--- config.mk ---
export PLATFORM = sky130hd
export DESIGN_NAME = qam_fir_share_ctrl_flat
export DESIGN_NICKNAME = d
export VERILOG_FILES = /design/src/rtl/qam_fir_share_ctrl_if.sv /design/src/rtl/qam_fir_share_ctrl.sv /design/src/flat_wrapper.sv
export SDC_FILE = /design/constraint.sdc
export NUM_CORES = 1
export LEC_CHECK = 0
export CAP_MARGIN = 20
export CORE_ASPECT_RATIO = 1.5
export CORE_MARGIN = 3
export CORE_UTILIZATION = 57
export DETAILED_ROUTE_END_ITERATION = 6
export PLACE_DENSITY = 0.85
export REMOVE_ABC_BUFFERS = 1
export SYNTH_ARGS = -nofsm -noshare
export SYNTH_HDL_FRONTEND = slang
export SYNTH_SLANG_ARGS = --single-unit
--- constraint.sdc ---
create_clock -name axi_clk -period 4.7 [get_ports axi_clk]
set_clock_uncertainty 0.15 [all_clocks]
set_input_delay 0.94 -clock axi_clk [delete_from_list [all_inputs] [get_ports axi_clk]]
set_output_delay 0.94 -clock axi_clk [all_outputs]
set_load 0.01 [all_outputs]
--- src/rtl/qam_fir_share_ctrl_if.sv ---
// AXI-Stream bus between the I/Q share controller and the shared 2-channel FIR.
// master = controller side, slave = FIR side.
interface qam_fir_share_ctrl_if #(
    parameter int FIR_IN_W = 24,
    parameter int OUT_W    = 32
);
    logic                fir_s_tvalid;
    logic                fir_s_tready;
    logic [FIR_IN_W-1:0] fir_s_tdata;
    logic                fir_m_tvalid;
    logic [OUT_W-1:0]    fir_m_tdata;

    modport master (
        output fir_s_tvalid,
        output fir_s_tdata,
        input  fir_s_tready,
        input  fir_m_tvalid,
        input  fir_m_tdata
    );

    modport slave (
        input  fir_s_tvalid,
        input  fir_s_tdata,
        output fir_s_tready,
        output fir_m_tvalid,
        output fir_m_tdata
    );
endinterface

--- src/rtl/qam_fir_share_ctrl.sv ---
// Shares one 2-channel interleaved FIR between I and Q: pair FIFO, I-then-Q feeder, output re-pairing.
// Optional: QAM_FIR_SHARE_STATS_EN enables the saturating drop_count.
module qam_fir_share_ctrl #(
    parameter int FIFO_DEPTH = 4,
    parameter int IN_W       = 18,
    parameter int FIR_IN_W   = 24,
    parameter int OUT_W      = 32
) (
    input  logic                  axi_clk,
    input  logic                  axi_rst,
    input  logic                  demult_valid,
    input  logic [IN_W-1:0]       demult_i,
    input  logic [IN_W-1:0]       demult_q,
    qam_fir_share_ctrl_if.master  fir,
    output logic                  filter_ivalid,
    output logic [OUT_W-1:0]      filter_i,
    output logic                  filter_qvalid,
    output logic [OUT_W-1:0]      filter_q,
    output logic                  overflow,
    output logic [15:0]           drop_count
);
    localparam int AW = $clog2(FIFO_DEPTH);

    localparam logic [1:0] IDLE   = 2'd0;
    localparam logic [1:0] SEND_I = 2'd1;
    localparam logic [1:0] SEND_Q = 2'd2;

    function automatic logic [FIR_IN_W-1:0] sext(input logic [IN_W-1:0] x);
        return FIR_IN_W'($signed(x));
    endfunction

    // pair FIFO
    logic [IN_W-1:0] mem_i [FIFO_DEPTH];
    logic [IN_W-1:0] mem_q [FIFO_DEPTH];
    logic [AW:0]     wr_ptr, rd_ptr, count;
    logic [AW-1:0]   rd_nidx;
    logic            empty, full, push, drop, pop;

    assign count   = wr_ptr - rd_ptr;
    assign empty   = (wr_ptr == rd_ptr);
    assign full    = (wr_ptr[AW] != rd_ptr[AW]) && (wr_ptr[AW-1:0] == rd_ptr[AW-1:0]);
    assign push    = demult_valid && !full;
    assign drop    = demult_valid && full;
    assign rd_nidx = rd_ptr[AW-1:0] + AW'(1);

    always_ff @(posedge axi_clk) begin
        if (push) begin
            mem_i[wr_ptr[AW-1:0]] <= demult_i;
            mem_q[wr_ptr[AW-1:0]] <= demult_q;
        end
    end

    always_ff @(posedge axi_clk) begin
        if (axi_rst) begin
            wr_ptr <= '0;
            rd_ptr <= '0;
        end else begin
            if (push) wr_ptr <= wr_ptr + 1'b1;
            if (pop)  rd_ptr <= rd_ptr + 1'b1;
        end
    end

    // feed FSM
    logic [1:0]          state;
    logic                s_tvalid;
    logic [FIR_IN_W-1:0] s_tdata;
    logic                s_xfer, has_next;
    logic [IN_W-1:0]     next_i;

    assign s_xfer = s_tvalid && fir.fir_s_tready;
    assign pop    = (state == SEND_Q) && s_xfer;
    // A pair written in the same cycle as the pop keeps the stream gap-free;
    // its I sample is not in memory yet, so take it straight from the input.
    assign has_next = (count > (AW+1)'(1)) || push;
    assign next_i   = (count > (AW+1)'(1)) ? mem_i[rd_nidx] : demult_i;

    always_ff @(posedge axi_clk) begin
        if (axi_rst) begin
            state    <= IDLE;
            s_tvalid <= 1'b0;
            s_tdata  <= '0;
        end else begin
            case (state)
                IDLE: begin
                    if (!empty) state <= SEND_I;
                end
                SEND_I: begin
                    if (!s_tvalid) begin
                        s_tvalid <= 1'b1;
                        s_tdata  <= sext(mem_i[rd_ptr[AW-1:0]]);
                    end else if (fir.fir_s_tready) begin
                        s_tdata <= sext(mem_q[rd_ptr[AW-1:0]]);
                        state   <= SEND_Q;
                    end
                end
                SEND_Q: begin
                    if (fir.fir_s_tready) begin
                        if (has_next) begin
                            s_tdata <= sext(next_i);
                            state   <= SEND_I;
                        end else begin
                            s_tvalid <= 1'b0;
                            state    <= IDLE;
                        end
                    end
                end
                default: begin
                    s_tvalid <= 1'b0;
                    state    <= IDLE;
                end
            endcase
        end
    end

    assign fir.fir_s_tvalid = s_tvalid;
    assign fir.fir_s_tdata  = s_tdata;

    // re-pairing: FIR reset tracks ours, so phase 0 is always channel I
    logic             phase;
    logic [OUT_W-1:0] i_hold;
    logic             f_valid;

    always_ff @(posedge axi_clk) begin
        if (axi_rst) begin
            phase    <= 1'b0;
            i_hold   <= '0;
            f_valid  <= 1'b0;
            filter_i <= '0;
            filter_q <= '0;
        end else begin
            f_valid <= 1'b0;
            if (fir.fir_m_tvalid) begin
                phase <= ~phase;
                if (!phase) begin
                    i_hold <= fir.fir_m_tdata;
                end else begin
                    filter_i <= i_hold;
                    filter_q <= fir.fir_m_tdata;
                    f_valid  <= 1'b1;
                end
            end
        end
    end

    assign filter_ivalid = f_valid;
    assign filter_qvalid = f_valid;

    always_ff @(posedge axi_clk) begin
        if (axi_rst)   overflow <= 1'b0;
        else if (drop) overflow <= 1'b1;
    end

`ifdef QAM_FIR_SHARE_STATS_EN
    logic [15:0] drop_cnt;

    always_ff @(posedge axi_clk) begin
        if (axi_rst)
            drop_cnt <= '0;
        else if (drop && drop_cnt != 16'hFFFF)
            drop_cnt <= drop_cnt + 16'd1;
    end

    assign drop_count = drop_cnt;
`else
    assign drop_count = '0;
`endif

endmodule
--- src/flat_wrapper.sv ---
// flat-port wrapper written by rule: the top's interface ports become plain ports
module qam_fir_share_ctrl_flat 
#(
    parameter int FIFO_DEPTH = 4,
    parameter int IN_W       = 18,
    parameter int FIR_IN_W   = 24,
    parameter int OUT_W      = 32
)
  (axi_clk, axi_rst, demult_valid, demult_i, demult_q, filter_ivalid, filter_i, filter_qvalid, filter_q, overflow, drop_count, fir_fir_s_tvalid, fir_fir_s_tdata, fir_fir_s_tready, fir_fir_m_tvalid, fir_fir_m_tdata);
  qam_fir_share_ctrl_if #(.FIR_IN_W(FIR_IN_W), .OUT_W(OUT_W)) fir_i ();
  input  logic axi_clk;
  input  logic axi_rst;
  input  logic demult_valid;
  input  logic [IN_W-1:0] demult_i;
  input  logic [IN_W-1:0] demult_q;
  output logic filter_ivalid;
  output logic [OUT_W-1:0] filter_i;
  output logic filter_qvalid;
  output logic [OUT_W-1:0] filter_q;
  output logic overflow;
  output logic [15:0] drop_count;
  output wire logic [$bits(fir_i.fir_s_tvalid)-1:0] fir_fir_s_tvalid;
  output wire logic [$bits(fir_i.fir_s_tdata)-1:0] fir_fir_s_tdata;
  input wire logic [$bits(fir_i.fir_s_tready)-1:0] fir_fir_s_tready;
  input wire logic [$bits(fir_i.fir_m_tvalid)-1:0] fir_fir_m_tvalid;
  input wire logic [$bits(fir_i.fir_m_tdata)-1:0] fir_fir_m_tdata;
  assign fir_fir_s_tvalid = fir_i.fir_s_tvalid;
  assign fir_fir_s_tdata = fir_i.fir_s_tdata;
  assign fir_i.fir_s_tready = fir_fir_s_tready;
  assign fir_i.fir_m_tvalid = fir_fir_m_tvalid;
  assign fir_i.fir_m_tdata = fir_fir_m_tdata;
  qam_fir_share_ctrl #(.FIFO_DEPTH(FIFO_DEPTH), .IN_W(IN_W), .FIR_IN_W(FIR_IN_W), .OUT_W(OUT_W)) u_core (.axi_clk(axi_clk), .axi_rst(axi_rst), .demult_valid(demult_valid), .demult_i(demult_i), .demult_q(demult_q), .fir(fir_i), .filter_ivalid(filter_ivalid), .filter_i(filter_i), .filter_qvalid(filter_qvalid), .filter_q(filter_q), .overflow(overflow), .drop_count(drop_count));
endmodule
After elaboration in Yosys (flattened, before gate mapping):

Memory sizes are Yosys's and may differ from the RTL's. A register that Yosys moved wholly into a read port is not among the register bits.
Index checks and enable logic that the tools add are counted.

* register bits after elaboration: 132
* bits in writable memories: 144
* input port bits: 73
* output and inout port bits: 108
* word-level logic and storage cells: 70
* memories kept: 2

Memory list
* u_core.mem_i: words 4, width 18, rd ports 2, clocked after memory_dff 1, write ports 1, line qam_fir_share_ctrl.sv:33 `logic [IN_W-1:0] mem_i [FIFO_DEPTH];`
* u_core.mem_q: words 4, width 18, rd ports 1, clocked after memory_dff 1, write ports 1, line qam_fir_share_ctrl.sv:34 `logic [IN_W-1:0] mem_q [FIFO_DEPTH];`

* add/subtract/negate cells: 4
* order comparisons: 1
* equal/unequal tests: 12
* multiplexer cells: 22
* bitwise operators: 3
* reduce and logical (&&, ||, !) cells: 15

Operators with widths (number)
* 24-bit 2-to-1 mux: 4
* 24-bit case mux with 2 select lines: 1
* 18-bit 2-to-1 mux: 1
* 2-bit 2-to-1 mux: 8
* 2-bit inequality test, second input constant: 4
* 4-bit AND reduction: 2
* 3-bit by 1-bit adder with 3-bit output, second input constant: 2
* 1-bit 2-to-1 mux: 6
* 2-bit case mux with 3 select lines: 1
* 1-bit logical AND: 5
* 2-bit by 1-bit inequality test with 1-bit output, second input constant: 2
* 2-bit AND reduction: 2
* 3-bit equality test: 1
* 3-bit by 1-bit > comparator with 1-bit output, second input constant: 1
* 3-bit inequality test, second input constant: 1
* 1-bit inverter: 3
* 1-bit case mux with 3 select lines: 1
* 3-bit AND reduction: 1
* 3-bit subtractor: 1
* 2-bit by 1-bit adder with 2-bit output, second input constant: 1
* 2-bit by 1-bit equality test with 1-bit output, second input constant: 1
* 2-bit equality test: 1
* 2-bit equality test, second input constant: 1
* 2-bit logical NOT: 1
* 5 further kinds: 5

Depth between registers and ports, before layout:

Gate-level depths: netlist of run 1.

* depth in word-level cells: 8
* depth in mapped cells: 9
* mapped depth without buffers: 7

Least setup slack after synthesis of run 1:

No wires, ideal clock.

* path kind: register to register
* from: reg u_core.wr_ptr[0]
* to: reg u_core.s_tdata[0] (netlist: u_core.fir.fir_s_tdata[0])
* library setup time: 122 ps
* arrival: 2321 ps
* required time: 4428 ps
* slack: 2107 ps
* cell stages (with the launch flop): 10
* buffers on the path: 2
* period minus slack after synthesis: 2593 ps
* cells stage by stage: dfxtp_1 inv_1 ha_1 fa_1 nand2_1 o311a_4 and3b_1 buf_6 buf_8 a221o_1

* cells in the longest elaborated chain, start to end: 7
* elaborated cells between the ends (all ways): 13
* those cells by class: add/sub (1); order compare (1); eq/ne (2); mux (4); reduce/logical (5)

Ends and longest elaborated chain
* start: declaration: line qam_fir_share_ctrl.sv:35 `logic [AW:0] wr_ptr, rd_ptr, count;`
* start signal: assignment: line qam_fir_share_ctrl.sv:58 `if (push) wr_ptr <= wr_ptr + 1'b1;`
* branches (longest 7 deep; another with 3-bit subtractor)
* end signal: assignment: line qam_fir_share_ctrl.sv:90 `s_tdata <= sext(mem_i[rd_ptr[AW-1:0]]);`
* end signal: assignment: line qam_fir_share_ctrl.sv:92 `s_tdata <= sext(mem_q[rd_ptr[AW-1:0]]);`
* end signal: assignment: line qam_fir_share_ctrl.sv:99 `s_tdata <= sext(next_i);`
* end: declaration: line qam_fir_share_ctrl.sv:66 `logic [FIR_IN_W-1:0] s_tdata;`

Parallel ways; which one is timed is not known. The select of a mux whose other input is x is not followed.
A chain may end at the register's enable or synchronous reset.

Final worst setup path of run 1:

* from: reg u_core.wr_ptr[0]
* to: reg u_core.s_tdata[4] (netlist: u_core.fir.fir_s_tdata[4])

Same word-level chain as after synthesis.

==> metrics, run 1 <==
FP Rows 61; starting density of the core 58.28%; Finish-stage setup viols 0; CTS resizes 0; initial antenna violation count 0; die height 174.7 um; Slowest cell on crit path a211oi_4; number of synthesized flops with an enable pin 144; Synth warnings 0; clock power share 39.4%; CP Data Required Time 5.00 ns; GPL Wtd Cong 0.7944; CTS hold repair buffers 0; Max Cap Viol 0; setup tns final 0 ns; Die X 118.4 um; Hold Crit Class reg -> reg; first-pass GRT wire length 37070 um; CP Cell Sequence inv_1 > ha_1 > fa_1 > nand2_1 > o311a_4 > a211oi_4 > a221o_2; startpoint types flip-flop; footprint of the multi-input gates 3541 um^2; synth top area cells edfxtp_1 (40%), dfxtp_1 (24%), a22o_1 (6.2%); fin. max-slew vios 0; Seq cells post-synth 272; Crit. End Element flip-flop; Netlist cell types 47; clock buffer count from CTS 25; total power draw 0.005243 W; WHS 0.3012 ns; CP Data Arrival Time 3.46 ns; worst-margin pin slew 1.117 ns; Fill cells 1224; CTS Root Cell clkbuf_16; Reg area 6890 um^2; combinational power share 9.4%; Tmin final 3.163 ns; Core Area 18550 um^2; clock latency on the worst-skew pair 0.51 ns; Die ar. 20690 um^2; Initial DRC Count 548; Core Util, Final 71.82%; clk sinks 272; sequential power share 51.1%; Hold Fails Final Rpt 0; Post-Place Cells 1122; Clock transition at path regs 0.06 ns; largest net degree at the start of global routing 73; port bufs 164; Final nets 978; routed via count 6832; mean post-synth cell area 14.26 um^2; CTS tree yes; layout cells sized above 1 15.75%; Peak VDD IR 0.0002482 V; Synth Instances 758; area of the mapped netlist 10810 um^2; Final Cycle Share 67.29%; clock buffer depth 3; router iterations before antenna repair 5; HPWL Detailed 14470 um; LEAKAGE 4.630 nW; gr usage total 22.38%; postcts setup bufs 0; vias in the first global route 7139; IO Count 181; post-synth top area share 40.00%; commonest non-fill, non-tap cell in the layout clkdlybuf4s50_1; commonest non-fill, non-tap cells in the layout clkdlybuf4s50_1 (163), edfxtp_1 (144), dfxtp_1 (127); post-synthesis async set-or-reset flop share 0%; Top FF cell, synth edfxtp_1; vias per cell 5.859; kind of critical path reg -> reg; PD cells 393.6 nW/um^2; status finished, final reports clean; Layout Cells excl Fill 1166; CP max FO 18; NetSw 0.001153 W; WL final 23810 um; Routed Antenna Nets 0; synthesis-to-layout area growth 23.23%; Yosys top cell by area edfxtp_1; fmax 0.3162 GHz; ant diodes 0; sw frac 22.00%; H-tree depth 1; RSZ-0062 raised after global routing no; grt ovf 0; CP peak stage delay 0.94 ns; Seq/Total Area, Yosys 63.71%; DR WL/cell 20.42 um; Slew HR 25.33%; DRC errors left 0; P_int 0.004089 W
[cell families (layout without fill, tap and decap cells)]
logic type / after synthesis / in the layout / synth area share [%]
and+or+nand+nor: 120 / 120 / 4.966
DFF: 272 / 272 / 63.71
AOI/OAI and AO/OA: 163 / 163 / 12.00
other: 1 / 16 / 0.03469
muxes: 110 / 110 / 13.35
xor gates and xnor gates: 6 / 6 / 0.6136
buffers and inverters: 78 / 219 / 4.329
adders and majority gates: 8 / 8 / 0.9955
[synth_stat cells (5+ instances only)]
| master | n |
|---|---|
| a21oi_1 | 37 |
| clkbuf_1 | 32 |
| nand2_1 | 70 |
| a221o_1 | 10 |
| o22ai_1 | 18 |
| buf_1 | 5 |
| mux2_2 | 54 |
| a22o_2 | 5 |
| mux4_4 | 15 |
| edfxtp_1 | 144 |
| nor2_1 | 11 |
| buf_2 | 5 |
| nor3_1 | 18 |
| dfxtp_1 | 128 |
| mux2i_1 | 38 |
| a221o_2 | 8 |
| ha_1 | 7 |
| buf_4 | 23 |
| a22o_1 | 77 |
| nor2b_1 | 5 |
[layout make-up]
type                       count  area share [%]
clock inverter                 8          0.3288
inverter                       4          0.1127
tap                          252           2.367
multi-input combinational    423           26.58
sequential                   272           51.73
clock buffer                  36           6.200
timing repair buffer         171           12.68
[registers in the layout, summed over array words and instances (netlist names), named ones only]
signal,cells
u_core.mem_i,72
u_core.mem_q,72
u_core.filter_i,32
u_core.filter_q,32
u_core.i_hold,32
u_core.fir.fir_s_tdata,18
u_core.rd_ptr,3
u_core.wr_ptr,3
u_core.state,2
u_core.filter_ivalid,1
u_core.fir.fir_s_tvalid,1
u_core.overflow,1
u_core.phase,1
[stage by stage]
| stage | area [um^2] | setup WS (ns) |
|---|---|---|
| finish | 13320 | 1.537 |
| CTS | 13320 | 1.552 |
| global placement | 12450 | 1.492 |
| floorplan | 10410 | 0.8180 |
| global route | 13320 | 1.449 |
| detailed placement | 12450 | 1.456 |
[path summary, 6_finish.rpt]
check,startpoint,to,slack [ns],depth (start not counted)
max,u_core.wr_ptr[0]$_SDFFE_PP0P_,u_core.fir.fir_s_tdata[4]$_SDFFE_PP0P_,1.54,7
min,u_core.i_hold[12]$_SDFFE_PP0P_,u_core.i_hold[12]$_SDFFE_PP0P_,0.30,2
max reg2reg,u_core.wr_ptr[0]$_SDFFE_PP0P_,u_core.fir.fir_s_tdata[4]$_SDFFE_PP0P_,1.54,7
min reg2reg,u_core.i_hold[12]$_SDFFE_PP0P_,u_core.i_hold[12]$_SDFFE_PP0P_,0.30,2
[critical path, delay by kind of cell, from the launching register on]
family                     cells  cell delay [ns]
buffers and inverters          1             0.10
adders and majority gates      2             0.80
and+or+nand+nor                1             0.10
AOI/OAI and AO/OA              3             1.60
DFF                            1             0.35
[power by group through the flow]
stage               registers (W)  clock network, W  logic, W
global placement          0.00273                 0  0.000482
floorplan                 0.00274                 0  0.000226
CTS                       0.00268           0.00210  0.000496
finish                    0.00268           0.00207  0.000494
detailed placement        0.00273                 0  0.000493
global route              0.00269           0.00219  0.000530
[layer usage]
metal / vias to the layer above / wire length, um / track usage, %
li1: 3129 / - / -
met1: 3354 / 9026 / 26.35
met2: 300 / 11980 / 39.35
met3: 49 / 2078 / 6.315
met4: 0 / 722 / 7.830
met5: - / 0 / 0
No activity file was read; power rests on OpenSTA's default activity.
==> inputs of run 2 (changes only) <==
Settings changed: CORE_UTILIZATION 57 to 48, PLACE_DENSITY 0.85 to 0.76.
Clock period 4.7 ns to 2.8 ns, I/O delays scaled along.
==> metrics, run 2 (synthesis gave the netlist of run 1 again) <==
vias in the first global route 6944; first-pass GRT wire length 36840 um; ant diodes 0; clock latency on the worst-skew pair 0.52 ns; Finish-stage setup viols 0; Peak VDD IR 0.0004172 V; FF-to-FF Start u_core.wr_ptr[0]$_SDFFE_PP0P_; pre-CTS setup slack 0.1170 ns; r2r worst-path depth 8; starting density of the core 49.39%; IO Count 181; largest net degree at the start of global routing 73; kind of critical path reg -> reg; H-tree depth 1; Final nets 997; initial antenna violation count 0; CTS Root Cell clkbuf_16; Core Util, Final 62.24%; grt ovf 0; DRC errors left 0; GPL Wtd Cong 0.7531; Routed Antenna Nets 0; routed via count 6826; CP Data Required Time 3.05 ns; hold path startpoint axi_rst; clock buffer count from CTS 26; commonest non-fill, non-tap cell in the layout clkdlybuf4s50_1; flop-to-flop setup slack 0.17 ns; FP Rows 66; HPWL Detailed 14670 um; port bufs 164; Die ar. 24390 um^2; clock buffer depth 3; Hold Fails Final Rpt 0; router iterations before antenna repair 5; Max Cap Viol 0; die height 189.8 um; vias per cell 5.651; synthesis-to-layout area growth 26.00%; layout cells sized above 1 16.77%; Hold Crit Class in -> reg; CP max FO 18; total power draw 0.008945 W; gr usage total 18.71%; RSZ-0062 raised after global routing no; setup slack after layout 0.1651 ns; clk sinks 272; Clock transition at path regs 0.06 ns; Slew HR 62.73%; setup tns final 0 ns; fmax 0.3795 GHz; CTS resizes 0; Die X 128.5 um; postcts setup bufs 0; status finished, final reports clean; LEAKAGE 4.732 nW; startpoint types flip-flop; Worst Hold Depth 2; WL final 23360 um; Final Cycle Share 94.10%; CP Data Arrival Time 2.89 ns; CTS hold repair buffers 0; commonest non-fill, non-tap cells in the layout clkdlybuf4s50_1 (163), edfxtp_1 (144), dfxtp_1 (127); WHS 0.2622 ns; Initial DRC Count 329; worst-margin pin slew 0.5580 ns; Tmin final 2.635 ns; WHS Endpoint u_core.wr_ptr[2]$_SDFFE_PP0P_; Worst R2R End u_core.fir.fir_s_tdata[6]$_SDFFE_PP0P_; fin. max-slew vios 0; PD cells 656.8 nW/um^2; DR WL/cell 19.33 um; CTS tree yes; Crit. End Element flip-flop; Core Area 21880 um^2
-- run 2: changes by cell type in the layout (fill, tap and decap cells not counted), moves of 2 or more --
cell / previous run / this run
buf_12: 0 / 10
buf_4: 7 / 15
clkinv_1: 0 / 6
bufinv_16: 0 / 4
clkbuf_16: 31 / 27
clkinvlp_4: 0 / 4
clkbuf_1: 1 / 3
clkbuf_8: 3 / 1
clkinv_2: 5 / 3
-- run 2: layout make-up --
cell class              count  area [um^2]
clock inverters            17        187.7
well taps                 272        340.3
multi-input cells         423         3536
inverters                   4        15.01
flip-flops and latches    272         6890
repair buffers            189         1949
clock buffers              31        700.7
fillers                  1658         8264
-- run 2: worst max-delay path, cell delays in order, from the launching register on --
cell     delay (ns)
dfxtp_1        0.36
inv_1          0.10
ha_1           0.20
fa_1           0.53
nand2_1        0.10
o311a_4        0.34
and3b_1        0.22
buf_12         0.17
a221o_2        0.33
-- run 2: per-stage QoR --
step                cells  instance area [um^2]
finish               1208                 13620
global route         1208                 13620
CTS                  1208                 13620
detailed placement   1160                 12730
global placement     1160                 12730
floorplan             699                 10410
-- run 2: worst max-delay path by stage --
stage,cells past startpoint,end,from
after floorplan,2,u_core.filter_i[0]$_SDFFE_PP0P_,fir_fir_m_tvalid
after global placement,8,u_core.fir.fir_s_tdata[2]$_SDFFE_PP0P_,u_core.wr_ptr[0]$_SDFFE_PP0P_
after detailed placement,8,u_core.fir.fir_s_tdata[4]$_SDFFE_PP0P_,u_core.wr_ptr[0]$_SDFFE_PP0P_
after CTS,8,u_core.fir.fir_s_tdata[6]$_SDFFE_PP0P_,u_core.wr_ptr[0]$_SDFFE_PP0P_
after global routing,8,u_core.fir.fir_s_tdata[6]$_SDFFE_PP0P_,u_core.wr_ptr[0]$_SDFFE_PP0P_
final,8,u_core.fir.fir_s_tdata[6]$_SDFFE_PP0P_,u_core.wr_ptr[0]$_SDFFE_PP0P_
-- run 2: power breakdown --
part | internal, W | switching, W
Combinational | 0.000448 | 0.000423
Sequential | 0.00440 | 0.0000929
Clock | 0.00215 | 0.00143
-- run 2: routing by layer --
layer | share of wire (%) | GRT usage (%)
met2 | 52 | 33.04
met4 | 1.8 | 4.608
met5 | 0 | 0
met1 | 38 | 22.60
met3 | 8.2 | 5.140
==> RTL change 1 (config.mk and constraints of run 2) <==
`IN_W` is set to 18 in 2 places; all go to 26.
--- a/src/rtl/qam_fir_share_ctrl.sv
+++ b/src/rtl/qam_fir_share_ctrl.sv
@@ -3,5 +3,5 @@
 module qam_fir_share_ctrl #(
     parameter int FIFO_DEPTH = 4,
-    parameter int IN_W       = 18,
+    parameter int IN_W       = 26,
     parameter int FIR_IN_W   = 24,
     parameter int OUT_W      = 32
--- a/src/flat_wrapper.sv
+++ b/src/flat_wrapper.sv
@@ -3,5 +3,5 @@
 #(
     parameter int FIFO_DEPTH = 4,
-    parameter int IN_W       = 18,
+    parameter int IN_W       = 26,
     parameter int FIR_IN_W   = 24,
     parameter int OUT_W      = 32
Interface: changed (resized demult_i and demult_q); port bits go from 181 to 197. The function was not compared with the original's and may differ.
==> RTL change 1 against run 2 <==
Setup slack better by 0.056 ns; sequential cell count rose by 54; area after synthesis rose by 18%; core utilization decreased by 1.2 points; non-clock buffer count is 11 higher; clock power grew 6.4%; final cell count is 13% higher; final area is 17% higher; count of clock-buffer cells in the layout grew 7; worst hold slack better by 0.019 ns; total power up 14%; wire length grew 21%.
==> RTL change 1: results <==
[status]
outcome = "completed"

[clock_network]
clk_latency_ns = 0.54
h-tree-depth = 1
cts-buffers-inserted = 29

[pwr]
peakVddDrop_mv = 0.498
power_leakage_nw = 5.40

[grt]
antenna_found_initial = 1
grt_pass1_wl_um = 44500
grt_pass1_vias = 8301
track_usage_pct = 19.4
grt_start_max_net_pins = 66

[finish]
drive_gt1_share_pct = 15.7
fill_cells = 1963
seqCellArea_um2 = 8450
fin_nets = 1113

[min_path]
hp-start = "axi_rst"

[synthesis]
synth_cell_types = 36
synth_edf_count = 192
seq_area_frac_synth_pct = 66.1
synth_area_leaders = "edfxtp_1 (45%), dfxtp_1 (21%), mux4_2 (13%)"

[setup_path]
reg2reg_depth = 9
ff2ff_setup_slack_ns = 0.22
r2r_end = "u_core.fir.fir_s_tdata[0]$_SDFFE_PP0P_"
crit_path_max_fanout = 24
slowest_delay_ns = 0.50
worstPathArrival_ns = 2.92

[placement]
port_buffers = 176
routabilityCongestion = 0.738
placed_area_um2 = 15000
post-dp-hpwl_um = 17000
dp.cells = 1318

[route]
routed_wl_um = 28200
drt_iter0_drc = 478
vias = 7958
vias_per_cell = 5.80

[timing]
whs_ns = 0.282
maxSlewHeadroom_pct = 63.6
[RTL change 1: changes by cell type after synthesis, moves of 11 or more]
cell / before / now
and2_1: 3 / 28
nor3_1: 18 / 0
a211oi_1: 0 / 25
mux2_2: 54 / 0
a31oi_1: 0 / 24
nand2_1: 70 / 115
buf_2: 5 / 16
mux4_2: 0 / 72
edfxtp_1: 144 / 192
mux2i_1: 38 / 2
a22o_1: 77 / 88
mux4_4: 15 / 0
o22ai_1: 18 / 0
[RTL change 1: routing by layer]
metal	up-vias	track usage [%]	part of all wire, %
met2	354	34.5	52
li1	3573	-	-
met4	2	5.00	1.4
met5	-	0	0.046
met1	3997	23.3	38
met3	32	5.65	9.4
[RTL change 1: power breakdown]
group / internal (mW) / switching (mW) / total, mW
clock: 2.11 / 1.69 / 3.81
sequential: 5.32 / 0.105 / 5.42
combinational: 0.489 / 0.518 / 1.01
[RTL change 1: cell families (layout without fill, tap and decap cells)]
logic type	count (synthesis)	in the layout	share of synthesized area [%]
other	1	16	0.0293
xor gates and xnor gates	5	5	0.401
muxes	75	75	13.0
adders and majority gates	8	8	0.841
and+or+nand+nor	169	169	5.78
AOI/OAI and AO/OA	182	182	10.6
buffers and inverters	85	257	3.36
DFF	326	326	66.1
[RTL change 1: worst reg2reg max path, stage by stage, from the launching register on]
cell and delay (ns):
dfxtp_2 0.36, inv_1 0.08, ha_1 0.19, fa_1 0.50, nand2_1 0.08, mux2_4 0.37
o211ai_2 0.19, and3b_1 0.23, buf_12 0.20, a22o_1 0.17
[RTL change 1: worst max-delay path by stage]
stage               slack (ns)                     startpoint  cells past startpoint                                endpoint
floorplan                -0.98  u_core.rd_ptr[0]$_SDFFE_PP0P_                      4            u_core.mem_i[3][0]$_DFFE_PP_
global placement          0.20  u_core.wr_ptr[0]$_SDFFE_PP0P_                      9  u_core.fir.fir_s_tdata[8]$_SDFFE_PP0P_
detailed placement        0.15  u_core.wr_ptr[0]$_SDFFE_PP0P_                      9  u_core.fir.fir_s_tdata[0]$_SDFFE_PP0P_
CTS                       0.15  u_core.wr_ptr[0]$_SDFFE_PP0P_                      9  u_core.fir.fir_s_tdata[0]$_SDFFE_PP0P_
global route              0.07  u_core.wr_ptr[0]$_SDFFE_PP0P_                      9  u_core.fir.fir_s_tdata[0]$_SDFFE_PP0P_
finish                    0.22  u_core.wr_ptr[0]$_SDFFE_PP0P_                      9  u_core.fir.fir_s_tdata[0]$_SDFFE_PP0P_
[RTL change 1: cell type report]
class	count	area share (%)
multi-input cells	455	25.2
flip-flops and latches	326	53.2
clock inverters	15	0.551
well taps	333	2.62
inverters	4	0.0945
repair buffers	200	13.1
clock buffers	38	5.27
==> RTL change 2 (settings of run 2) <==
Without the edit above. Register the output `overflow` once more, with the module's reset; this adds one clock of latency there. The other outputs are not delayed to match.
--- a/src/rtl/qam_fir_share_ctrl.sv
+++ b/src/rtl/qam_fir_share_ctrl.sv
@@ -25,4 +25,6 @@
     localparam logic [1:0] SEND_I = 2'd1;
     localparam logic [1:0] SEND_Q = 2'd2;
+
+    logic overflow_s0;
 
     function automatic logic [FIR_IN_W-1:0] sext(input logic [IN_W-1:0] x);
@@ -147,6 +149,6 @@
 
     always_ff @(posedge axi_clk) begin
-        if (axi_rst)   overflow <= 1'b0;
-        else if (drop) overflow <= 1'b1;
+        if (axi_rst)   overflow_s0 <= 1'b0;
+        else if (drop) overflow_s0 <= 1'b1;
     end
 
@@ -166,3 +168,11 @@
 `endif
 
+    always_ff @(posedge axi_clk) begin
+        if (axi_rst) begin
+            overflow <= '0;
+        end else begin
+            overflow <= overflow_s0;
+        end
+    end
+
 endmodule
Formal check against the unedited RTL: not equivalent (Yosys sat finds a counterexample within 10 cycles, from zero or initial values and one cycle with axi_rst high).
==> RTL change 2 against run 2 <==
Largest power group unchanged; critical endpoint is now u_core.fir.fir_s_tdata[4]$_SDFFE_PP0P_; total power shrank 0.62%; count of clock-buffer cells in the layout is 4 higher; final cell count rose by 0.66%; wire length increased by 5.4%; highest routed layer unchanged; setup slack worse by 0.033 ns; area after synthesis decreased by 0.68%; final area fell by 0.38%; sequential cell count is 1 higher; core utilization about the same; critical path depth did not move; non-clock buffer count is 6 higher.
==> RTL change 2: results <==
[placement]
post-place-ws_ns = 0.162
post-dp-hpwl_um = 15900
dp.cells = 1168
placed_area_um2 = 12700

[timing]
worstMarginPinSlew_ns = 0.996
whs_ns = 0.304

[route]
drt-met1-wl_um = 9610
dr_wl_met2_um = 12600
first_pass_iters = 4
wl_per_cell_um = 20.2
met3WireLength_um = 1910
drt_iter0_drc = 429

[min_path]
hp-start = "u_core.i_hold[7]$_SDFFE_PP0P_"
hp-class = "register to register"

[setup_path]
r2r_end = "u_core.fir.fir_s_tdata[4]$_SDFFE_PP0P_"
worstPathArrival_ns = 2.92
ff2ff_setup_slack_ns = 0.13

[synthesis]
seq_area_frac_synth_pct = 64.3
synthAdderAreaFrac_pct = 1.00
synth_compound_area_share_pct = 12.0
synth_mux_area_share_pct = 13.0
synth-xor-area-share_pct = 0.618

[finish]
drive_gt1_share_pct = 17.1
layoutNonFillerInstCount = 1216
fin_nets = 1005
fill_cells = 1707

[grt]
use_met2_pct = 36.0
track_usage_pct = 19.9
grt_pass1_vias = 7177
grt_pass1_wl_um = 38400

[status]
outcome = "completed"

[pwr]
peakVddDrop_mv = 0.524
-- RTL change 2: worst max-delay path by stage --
stage / start / end / slack, ns / depth (start not counted)
detailed placement: u_core.wr_ptr[0]$_SDFFE_PP0P_ / u_core.fir.fir_s_tdata[4]$_SDFFE_PP0P_ / 0.16 / 8
global placement: u_core.wr_ptr[0]$_SDFFE_PP0P_ / u_core.fir.fir_s_tdata[3]$_SDFFE_PP0P_ / 0.22 / 8
floorplan: fir_fir_m_tvalid / u_core.filter_i[0]$_SDFFE_PP0P_ / -0.70 / 2
CTS: u_core.wr_ptr[0]$_SDFFE_PP0P_ / u_core.fir.fir_s_tdata[4]$_SDFFE_PP0P_ / 0.13 / 8
global route: u_core.wr_ptr[0]$_SDFFE_PP0P_ / u_core.fir.fir_s_tdata[4]$_SDFFE_PP0P_ / 0.04 / 8
finish: u_core.wr_ptr[0]$_SDFFE_PP0P_ / u_core.fir.fir_s_tdata[4]$_SDFFE_PP0P_ / 0.13 / 8
-- RTL change 2: power by group --
part / internal [mW] / switching [mW] / total (mW)
clock network: 2.07 / 1.44 / 3.51
logic: 0.440 / 0.429 / 0.869
registers: 4.41 / 0.0990 / 4.51
-- RTL change 2: layout make-up --
cell class | instances | area (um^2) | share of cell area (%)
Clock buffer | 35 | 717 | 5.28
Clock inverter | 13 | 141 | 1.04
Inverter | 4 | 15.0 | 0.111
Multi-Input combinational cell | 424 | 3490 | 25.7
Sequential cell | 273 | 6910 | 50.9
Tap cell | 272 | 340 | 2.51
Timing Repair Buffer | 195 | 1960 | 14.4
-- RTL change 2: worst max-delay path, stage by stage (launching register included) --
cell	delay (ns)
dfxtp_1	0.37
inv_1	0.08
ha_1	0.20
fa_1	0.60
nand2_1	0.10
o311a_4	0.34
and3b_1	0.21
buf_12	0.16
a221o_2	0.34
